==> src/rtl/fp_to_int.sv <==
// Pipelined IEEE 754 (fp16/fp32/fp64) to signed/unsigned integer converter.
// Three valid/ready stages: unpack, align with guard/round/sticky, then round/saturate.
module fp_to_int #(
  parameter int WIDTH = 16,
  parameter int INT_W = 32
) (
  input  logic             clk,
  input  logic             rst,
  input  logic             in_valid,
  output logic             in_ready,
  input  logic [WIDTH-1:0] a,
  input  logic [2:0]       rm,
  input  logic             is_signed,
  output logic             out_valid,
  input  logic             out_ready,
  output logic [INT_W-1:0] result,
  output logic             flag_invalid,
  output logic             flag_inexact
);

  localparam int EXP_W  = (WIDTH == 16) ? 5 : (WIDTH == 32) ? 8 : 11;
  localparam int MANT_W = WIDTH - 1 - EXP_W;
  localparam int BIAS   = (1 << (EXP_W - 1)) - 1;
  localparam int FB     = MANT_W + 2;
  localparam int DW     = INT_W + 1 + FB;

  localparam logic [2:0] RNE = 3'd0;
  localparam logic [2:0] RTZ = 3'd1;
  localparam logic [2:0] RDN = 3'd2;
  localparam logic [2:0] RUP = 3'd3;
  localparam logic [2:0] RMM = 3'd4;

  localparam logic [INT_W+1:0] SMAX_MAG = {3'b000, {(INT_W-1){1'b1}}};
  localparam logic [INT_W+1:0] SMIN_MAG = {3'b001, {(INT_W-1){1'b0}}};

  function automatic logic round_inc(input logic [2:0] mode, input logic neg,
                                     input logic l, input logic g,
                                     input logic r, input logic s);
    case (mode)
      RTZ:     round_inc = 1'b0;
      RDN:     round_inc = neg & (g | r | s);
      RUP:     round_inc = ~neg & (g | r | s);
      RMM:     round_inc = g;
      default: round_inc = g & (r | s | l);
    endcase
  endfunction

  function automatic logic out_of_range(input logic [INT_W+1:0] mag, input logic neg,
                                        input logic sgn);
    if (sgn) out_of_range = neg ? (mag > SMIN_MAG) : (mag > SMAX_MAG);
    else     out_of_range = neg ? (mag != '0) : (|mag[INT_W+1:INT_W]);
  endfunction

  logic vld_p1, vld_p2, vld_p3;
  logic ld1, ld2, ld3;

  assign ld3       = !vld_p3 || out_ready;
  assign ld2       = !vld_p2 || ld3;
  assign ld1       = !vld_p1 || ld2;
  assign in_ready  = ld1;
  assign out_valid = vld_p3;

  // Stage 1: unpack and classify
  logic              sign_in;
  logic [EXP_W-1:0]  exp_in;
  logic [MANT_W-1:0] frac_in;
  assign {sign_in, exp_in, frac_in} = a;

  logic              sign_p1, nan_p1, inf_p1, sgn_p1;
  logic [2:0]        rm_p1;
  logic [EXP_W-1:0]  exp_p1;
  logic [MANT_W:0]   sig_p1;

  // Stage 2: align to integer with guard/round/sticky
  logic [DW-1:0]     d, d2;
  logic              lost, ovf_c;
  int                ei, k;

  always_comb begin
    d     = {{INT_W{1'b0}}, sig_p1, 2'b00};
    d2    = '0;
    lost  = 1'b0;
    ovf_c = 1'b0;
    ei    = int'({1'b0, exp_p1}) - BIAS;
    k     = -ei;
    if (ei >= 0) begin
      if (ei > INT_W) ovf_c = 1'b1;
      else            d2 = d << ei;
    end else if (k >= DW) begin
      lost = |d;
    end else begin
      d2   = d >> k;
      lost = ((d2 << k) != d);
    end
  end

  logic              sign_p2, nan_p2, inf_p2, sgn_p2, ovf_p2, g_p2, r_p2, s_p2;
  logic [2:0]        rm_p2;
  logic [INT_W:0]    mag_p2;

  // Stage 3: round, range-check, saturate, negate
  logic [INT_W+1:0]  rnd;
  logic [INT_W-1:0]  maxv, minv, res_c;
  logic              inv_c, inx_c, grs;

  always_comb begin
    grs   = g_p2 | r_p2 | s_p2;
    rnd   = {1'b0, mag_p2} +
            {{(INT_W+1){1'b0}}, round_inc(rm_p2, sign_p2, mag_p2[0], g_p2, r_p2, s_p2)};
    maxv  = sgn_p2 ? {1'b0, {(INT_W-1){1'b1}}} : {INT_W{1'b1}};
    minv  = sgn_p2 ? {1'b1, {(INT_W-1){1'b0}}} : {INT_W{1'b0}};
    inv_c = nan_p2 | inf_p2 | ovf_p2 | out_of_range(rnd, sign_p2, sgn_p2);
    inx_c = grs & ~inv_c;
    if (nan_p2)       res_c = maxv;
    else if (inv_c)   res_c = sign_p2 ? minv : maxv;
    else if (sign_p2) res_c = -rnd[INT_W-1:0];
    else              res_c = rnd[INT_W-1:0];
  end

  always_ff @(posedge clk) begin
    if (rst) begin
      vld_p1       <= 1'b0;
      vld_p2       <= 1'b0;
      vld_p3       <= 1'b0;
      result       <= '0;
      flag_invalid <= 1'b0;
      flag_inexact <= 1'b0;
    end else begin
      if (ld1) vld_p1 <= in_valid;
      if (ld2) vld_p2 <= vld_p1;
      if (ld3) vld_p3 <= vld_p2;
      if (ld3 && vld_p2) begin
        result       <= res_c;
        flag_invalid <= inv_c;
        flag_inexact <= inx_c;
      end
    end
  end

  always_ff @(posedge clk) begin
    if (ld1) begin
      sign_p1 <= sign_in;
      nan_p1  <= (&exp_in) && (frac_in != '0);
      inf_p1  <= (&exp_in) && (frac_in == '0);
      exp_p1  <= (exp_in == '0) ? {{(EXP_W-1){1'b0}}, 1'b1} : exp_in;
      sig_p1  <= {exp_in != '0, frac_in};
      rm_p1   <= rm;
      sgn_p1  <= is_signed;
    end
    if (ld2) begin
      sign_p2 <= sign_p1;
      nan_p2  <= nan_p1;
      inf_p2  <= inf_p1;
      sgn_p2  <= sgn_p1;
      rm_p2   <= rm_p1;
      ovf_p2  <= ovf_c;
      mag_p2  <= d2[DW-1:FB];
      g_p2    <= d2[FB-1];
      r_p2    <= d2[FB-2];
      s_p2    <= (|d2[FB-3:0]) | lost;
    end
  end

endmodule

==> config.mk <==
export PLATFORM = sky130hd
export DESIGN_NAME = fp_to_int
export DESIGN_NICKNAME = d
export VERILOG_FILES = /design/src/rtl/fp_to_int.sv
export SDC_FILE = /design/constraint.sdc
export NUM_CORES = 1
export LEC_CHECK = 0
export CAP_MARGIN = 20
export CORE_MARGIN = 8
export CORE_UTILIZATION = 37
export CTS_CLUSTER_DIAMETER = 200
export DETAILED_ROUTE_END_ITERATION = 10
export GPL_TIMING_DRIVEN = 0
export MAX_ROUTING_LAYER = met4
export SKIP_CTS_REPAIR_TIMING = 1
export SLEW_MARGIN = 20
export SYNTH_ARGS = -nofsm -noshare
export SYNTH_HDL_FRONTEND = slang
export SYNTH_SLANG_ARGS = --single-unit
export TNS_END_PERCENT = 1
==> constraint.sdc <==
create_clock -name clk -period 15.3 [get_ports clk]
set_clock_uncertainty 0.05 [all_clocks]
set_input_delay 4.59 -clock clk [delete_from_list [all_inputs] [get_ports clk]]
set_output_delay 4.59 -clock clk [all_outputs]
set_load 0.01 [all_outputs]
### Yosys cells after proc, flatten, opt, wreduce, memory -nomap -nowiden

Index checks and enable logic that the tools add are counted.

| word-level totals | value |
|---|---|
| flip-flop bits (word level) | 104 |
| input port bits | 24 |

| cells by class | value |
|---|---|
| add/subtract/negate cells | 4 |
| order comparisons | 5 |
| eq/ne operators | 5 |
| shift operators | 3 |
| multiplexer cells | 16 |
| bitwise logic cells | 14 |
| reductions and logical operators | 18 |

Operators with widths:

| kind | count |
|---|---|
| $mux W32 | 6 |
| $mux W45 | 3 |
| $ne A45 B13 Y1 | 1 |
| $shl A13 B32 Y45 | 1 |
| $shl A45 B32 Y45 | 1 |
| $shr A13 B32 Y45 | 1 |
| $add A33 B1 Y34 | 1 |
| $gt A34 B31 Y1 const B | 1 |
| $gt A34 B32 Y1 const B | 1 |
| $reduce_bool A34 Y1 | 1 |
| $ge A32 B7 Y1 const B | 1 |
| $neg A32 Y32 | 1 |
| $neg A6 Y32 | 1 |
| $reduce_or A11 Y1 | 1 |
| $logic_not A10 Y1 | 1 |
| $reduce_bool A10 Y1 | 1 |
| $reduce_or A10 Y1 | 1 |
| $or A1 B1 Y1 | 8 |
| $gt A6 B7 Y1 const B | 1 |
| $eq A3 B2 Y1 const B | 2 |
| $ge A6 B1 Y1 const B | 1 |
| $mux W1 | 6 |
| $sub A5 B4 Y6 const B | 1 |
| $logic_not A5 Y1 | 1 |
| 11 further kinds | 21 |

### Depth between registers and ports, before layout

Gate-level depths: netlist of the first run.

| depth | value |
|---|---|
| depth after elaboration | 11 |
| mapped depth | 22 |
| mapped depth without buffers | 16 |

### Least setup slack after synthesis of the first run

OpenSTA, ideal clock, no wires.

| path | value |
|---|---|
| kind | input to output |
| start point | in out_ready |
| end point | out in_ready |
| data arrival time | 5.414 ns |
| required time | 10.660 ns |
| slack | 5.246 ns |
| cell stages on the path | 3 |
| buffers on the path | 0 |
| cell sequence | nor2b_1 > and2_1 > nand2_1 |

| between the ends | value |
|---|---|
| cells in the longest elaborated chain, start to end | 3 |

RTL lines:

| element | RTL line | RTL |
|---|---|---|
| from (decl) | 15 | `input logic out_ready,` |
| $logic_or A1 B1 Y1 | 57 | `assign ld3 = !vld_p3 \|\| out_ready;` |
| $logic_or A1 B1 Y1 | 58 | `assign ld2 = !vld_p2 \|\| ld3;` |
| $logic_or A1 B1 Y1 | 59 | `assign ld1 = !vld_p1 \|\| ld2;` |
| to (decl) | 10 | `output logic in_ready,` |

Every way passes these cells.

### Worst setup path in the final report of the first run

Same ends and word-level chain as after synthesis.

==> metrics.txt, run 1 <==
outcome finished clean; Crit path arrival time 6.71 ns; initial antenna violation count 0; P_leak 3.28 nW; RSZ-0062 raised after global routing false; GPL Wtd Cong 1.00; hold_ws 0.373 ns; Internal 0.000531 W; crit start category input port; post-DP HPWL 20.4 mm; Die Wd 165 um; routed vias 8194; fraction of registers with async set/reset 0%; flops & latches, synth 102; XOR/XNOR Fraction of Synth Area 7.77%; sw frac 33.7%; Comb power frac 29.2%; largest net degree at the start of global routing 33; Layout fillers 2195; wire per inst 19.5 um; vias in the first global route 7639; Core ar. 21800 um^2; Slew @ Worst Pin 1.07 ns; CTS root buffer clkbuf_16; R2R setup slack 6.90 ns; first-pass GRT wire length 42.0 mm; ys flop type edfxtp_1; FMAX 88.1 MHz; post-synthesis compound-gate area fraction 20.4%; drt initial violations 1027; sw power 0.000270 W; Clk pin slew, worst setup/hold paths 0.07 ns; port bufs 58; Simple-Gate Fraction of Synth Area 27.7%; Hold Vio Cnt, Final 0; # Max-Cap Violations 0; clk_lat worst skew 0.35 ns; Die ar. 27100 um^2; Critical Path Fanout Max 24; clock network fraction of design power 30.4%; synth warn 0; ANT cells 0; crit path kind in -> out; HP Class reg -> reg; Post-Place Cells 1338; H-tree levels 3; mux cell area share after synthesis 5.03%; post-route clock period utilization 74.2%; clock tree buffer depth 2; VDD IR max 0.0612 mV; mean post-synth cell area 8.22 um^2; grt ovf 0; Synth Instances 996; All-Layer GR Usage 19.9%; endpoints failing setup 0; EDFF count, synth 65; Setup TNS Final 0 ns; Mapped Area 8190 um^2; Max-Slew Margin vs Limit 27.8%; Critical Path End Type primary output; Area Overhead vs Synth 15.7%; Yosys cell types 91; Initial DRT Pass Iterations 5; Required @ worst endpoint 10.66 ns; Die H 165 um; Post-layout nets 1106; adder-cell share of the synthesized area 1.99%; drt via density 6.05; Antenna Nets Post-Route 0; Slew Viols, Final 0; sequential share of power 40.4%; largest family of logic cells by synthesized area simple AND/OR/NAND/NOR gates; CTS tree yes; share of post-route cells with drive strength above 1 5.87%; fin cells 1354; drc violations 0; sequential fraction of the synthesis area 32.9%; Pwr Density 84.5 nW/um^2; total routed wirelength 26.5 mm; min cycle time layout 11.35 ns; total power 0.000800 W; I/O pins 60; cts bufs inserted 9; clock sink count 102; initial core utilization 37.6%; site row count 54
-- sequential cells by signal, summed over array words and instances (netlist names), 3 cells and up --
signal,count
exp_p1,5
mag_p2,32
result,32
rm_p1,3
rm_p2,3
sig_p1,11
-- metrics by stage --
step / setup slack [ns] / util (%) / cell area (um^2)
5_1_grt: 3.80 / 43.5 / 9470
2_1_floorplan: 5.25 / - / 8200
6_report: 3.95 / 43.5 / 9470
3_3_place_gp: 3.93 / 42.0 / 9130
4_1_cts: 3.92 / 43.5 / 9460
3_5_place_dp: 3.93 / 42.0 / 9150
-- final cells by class --
class	instances	area, um^2	area share, %
repair buffers	59	601	6.34
plain buffers	72	297	3.13
clock buffers	9	225	2.38
clock inverters	7	88.8	0.938
inverters	13	48.8	0.515
well taps	280	350	3.70
flip-flops and latches	102	2690	28.4
multi-input cells	812	5160	54.5
-- Yosys cell counts, types with 7 or more instances --
cell type    n  area, um^2
a211oi_1    13        97.6
a21oi_1     43         215
a221oi_1    23         201
a22oi_1      9        67.6
a31oi_1     15        93.8
and2_1      13        81.3
and3_1      12        75.1
buf_1       11        41.3
buf_2        9        45.0
clkbuf_1    50         188
dfxtp_1     37         741
edfxtp_1    65        1950
ha_1        13         163
inv_1       12        45.0
mux2_2      12         135
mux2i_1     22         220
nand2_1     87         327
nand2b_1     8        50.1
nand3_1     41         205
nand4_1     15        93.8
nor2_1     133         499
nor2b_1     15        93.8
nor3_1      45         225
nor4_1      24         150
o21ai_0     35         175
o22ai_1     21         131
o31ai_1      7        52.6
or3_1       17         106
or4_1        7        52.6
xnor2_1     38         333
xor2_1      32         280
-- cells by family (layout without fill, tap and decap cells) --
logic type,after synthesis,count (layout)
adders and majority gates,13,13
AOI/OAI and AO/OA,235,235
muxes,37,37
buffers and inverters,85,160
xor gates and xnor gates,71,71
other,1,4
and+or+nand+nor,452,452
DFF,102,102
-- power by group through the flow --
| stage | combinational [W] | sequential (W) | clock, W |
|---|---|---|---|
| 6_report | 0.000234 | 0.000323 | 0.000244 |
| 3_5_place_dp | 0.000227 | 0.000329 | 0 |
| 3_3_place_gp | 0.000228 | 0.000329 | 0 |
| 4_1_cts | 0.000229 | 0.000323 | 0.000248 |
| 5_1_grt | 0.000254 | 0.000325 | 0.000258 |
| 2_1_floorplan | 0.000160 | 0.000326 | 0 |
-- worst paths after layout --
kind	to	cells past startpoint	start
hold / removal	sgn_p2	0	sgn_p1
setup reg to reg	s_p2	21	exp_p1[0]
hold reg to reg	sgn_p2	0	sgn_p1
setup / recovery	in_ready	5	out_ready
-- per-layer routing --
metal	GRT usage (%)	wire length, um
met1	27.6	12400
met2	29.6	11600
met3	2.64	1770
met4	6.10	645
met5	-	0
-- cells in the final DEF (no fill, tap or decap), types with 24 or more instances in the layout --
master,netlist,routed
edfxtp_1,65,65
o21ai_0,35,35
nor4_1,24,24
xnor2_1,38,38
nand3_1,41,41
xor2_1,32,32
clkdlybuf4s50_1,0,58
dfxtp_1,37,37
a21oi_1,43,43
nor3_1,45,44
nand2_1,87,87
nor2_1,133,133
clkbuf_1,50,50
-- worst max-delay path: stages --
cell and delay (ns):
clkdlybuf4s50_1 0.45, nor2b_1 0.06, and2_1 0.20, nand2_1 0.70, clkdlybuf4s50_1 0.69
Power figures use the tool's default switching activity.
==> run 2, diff against run 1 <==
==> constraint.sdc (replaced) <==
create_clock -name clk -period 11.7 [get_ports clk]
set_clock_uncertainty 0.05 [all_clocks]
set_input_delay 3.51 -clock clk [delete_from_list [all_inputs] [get_ports clk]]
set_output_delay 3.51 -clock clk [all_outputs]
set_load 0.01 [all_outputs]
==> results of run 2 <==
The final DEF is identical to that of run 1. Status: finished clean.
Main changes from that run: setup slack after placement 3.93 ns -> 2.49 ns; setup slack after layout 3.95 ns -> 2.51 ns; register-to-register setup slack 6.90 ns -> 3.30 ns; total power 0.000800 W -> 0.00105 W; worst IR drop on VDD 0.0612 mV -> 0.0801 mV
==> run 3, diff against run 2 <==
==> constraint.sdc (replaced) <==
create_clock -name clk -period 9.1 [get_ports clk]
set_clock_uncertainty 0.05 [all_clocks]
set_input_delay 2.73 -clock clk [delete_from_list [all_inputs] [get_ports clk]]
set_output_delay 2.73 -clock clk [all_outputs]
set_load 0.01 [all_outputs]
==> results of run 3 <==
The final DEF is identical to that of run 1. Status: finished clean.
Main changes from that run: setup slack after placement 3.93 ns -> 0.941 ns; setup slack after layout 3.95 ns -> 0.702 ns; start point of the critical path out_ready -> exp_p1[0]; end point of the critical path in_ready -> s_p2; register-to-register setup slack 6.90 ns -> 0.70 ns; total power 0.000800 W -> 0.00135 W; worst IR drop on VDD 0.0612 mV -> 0.103 mV
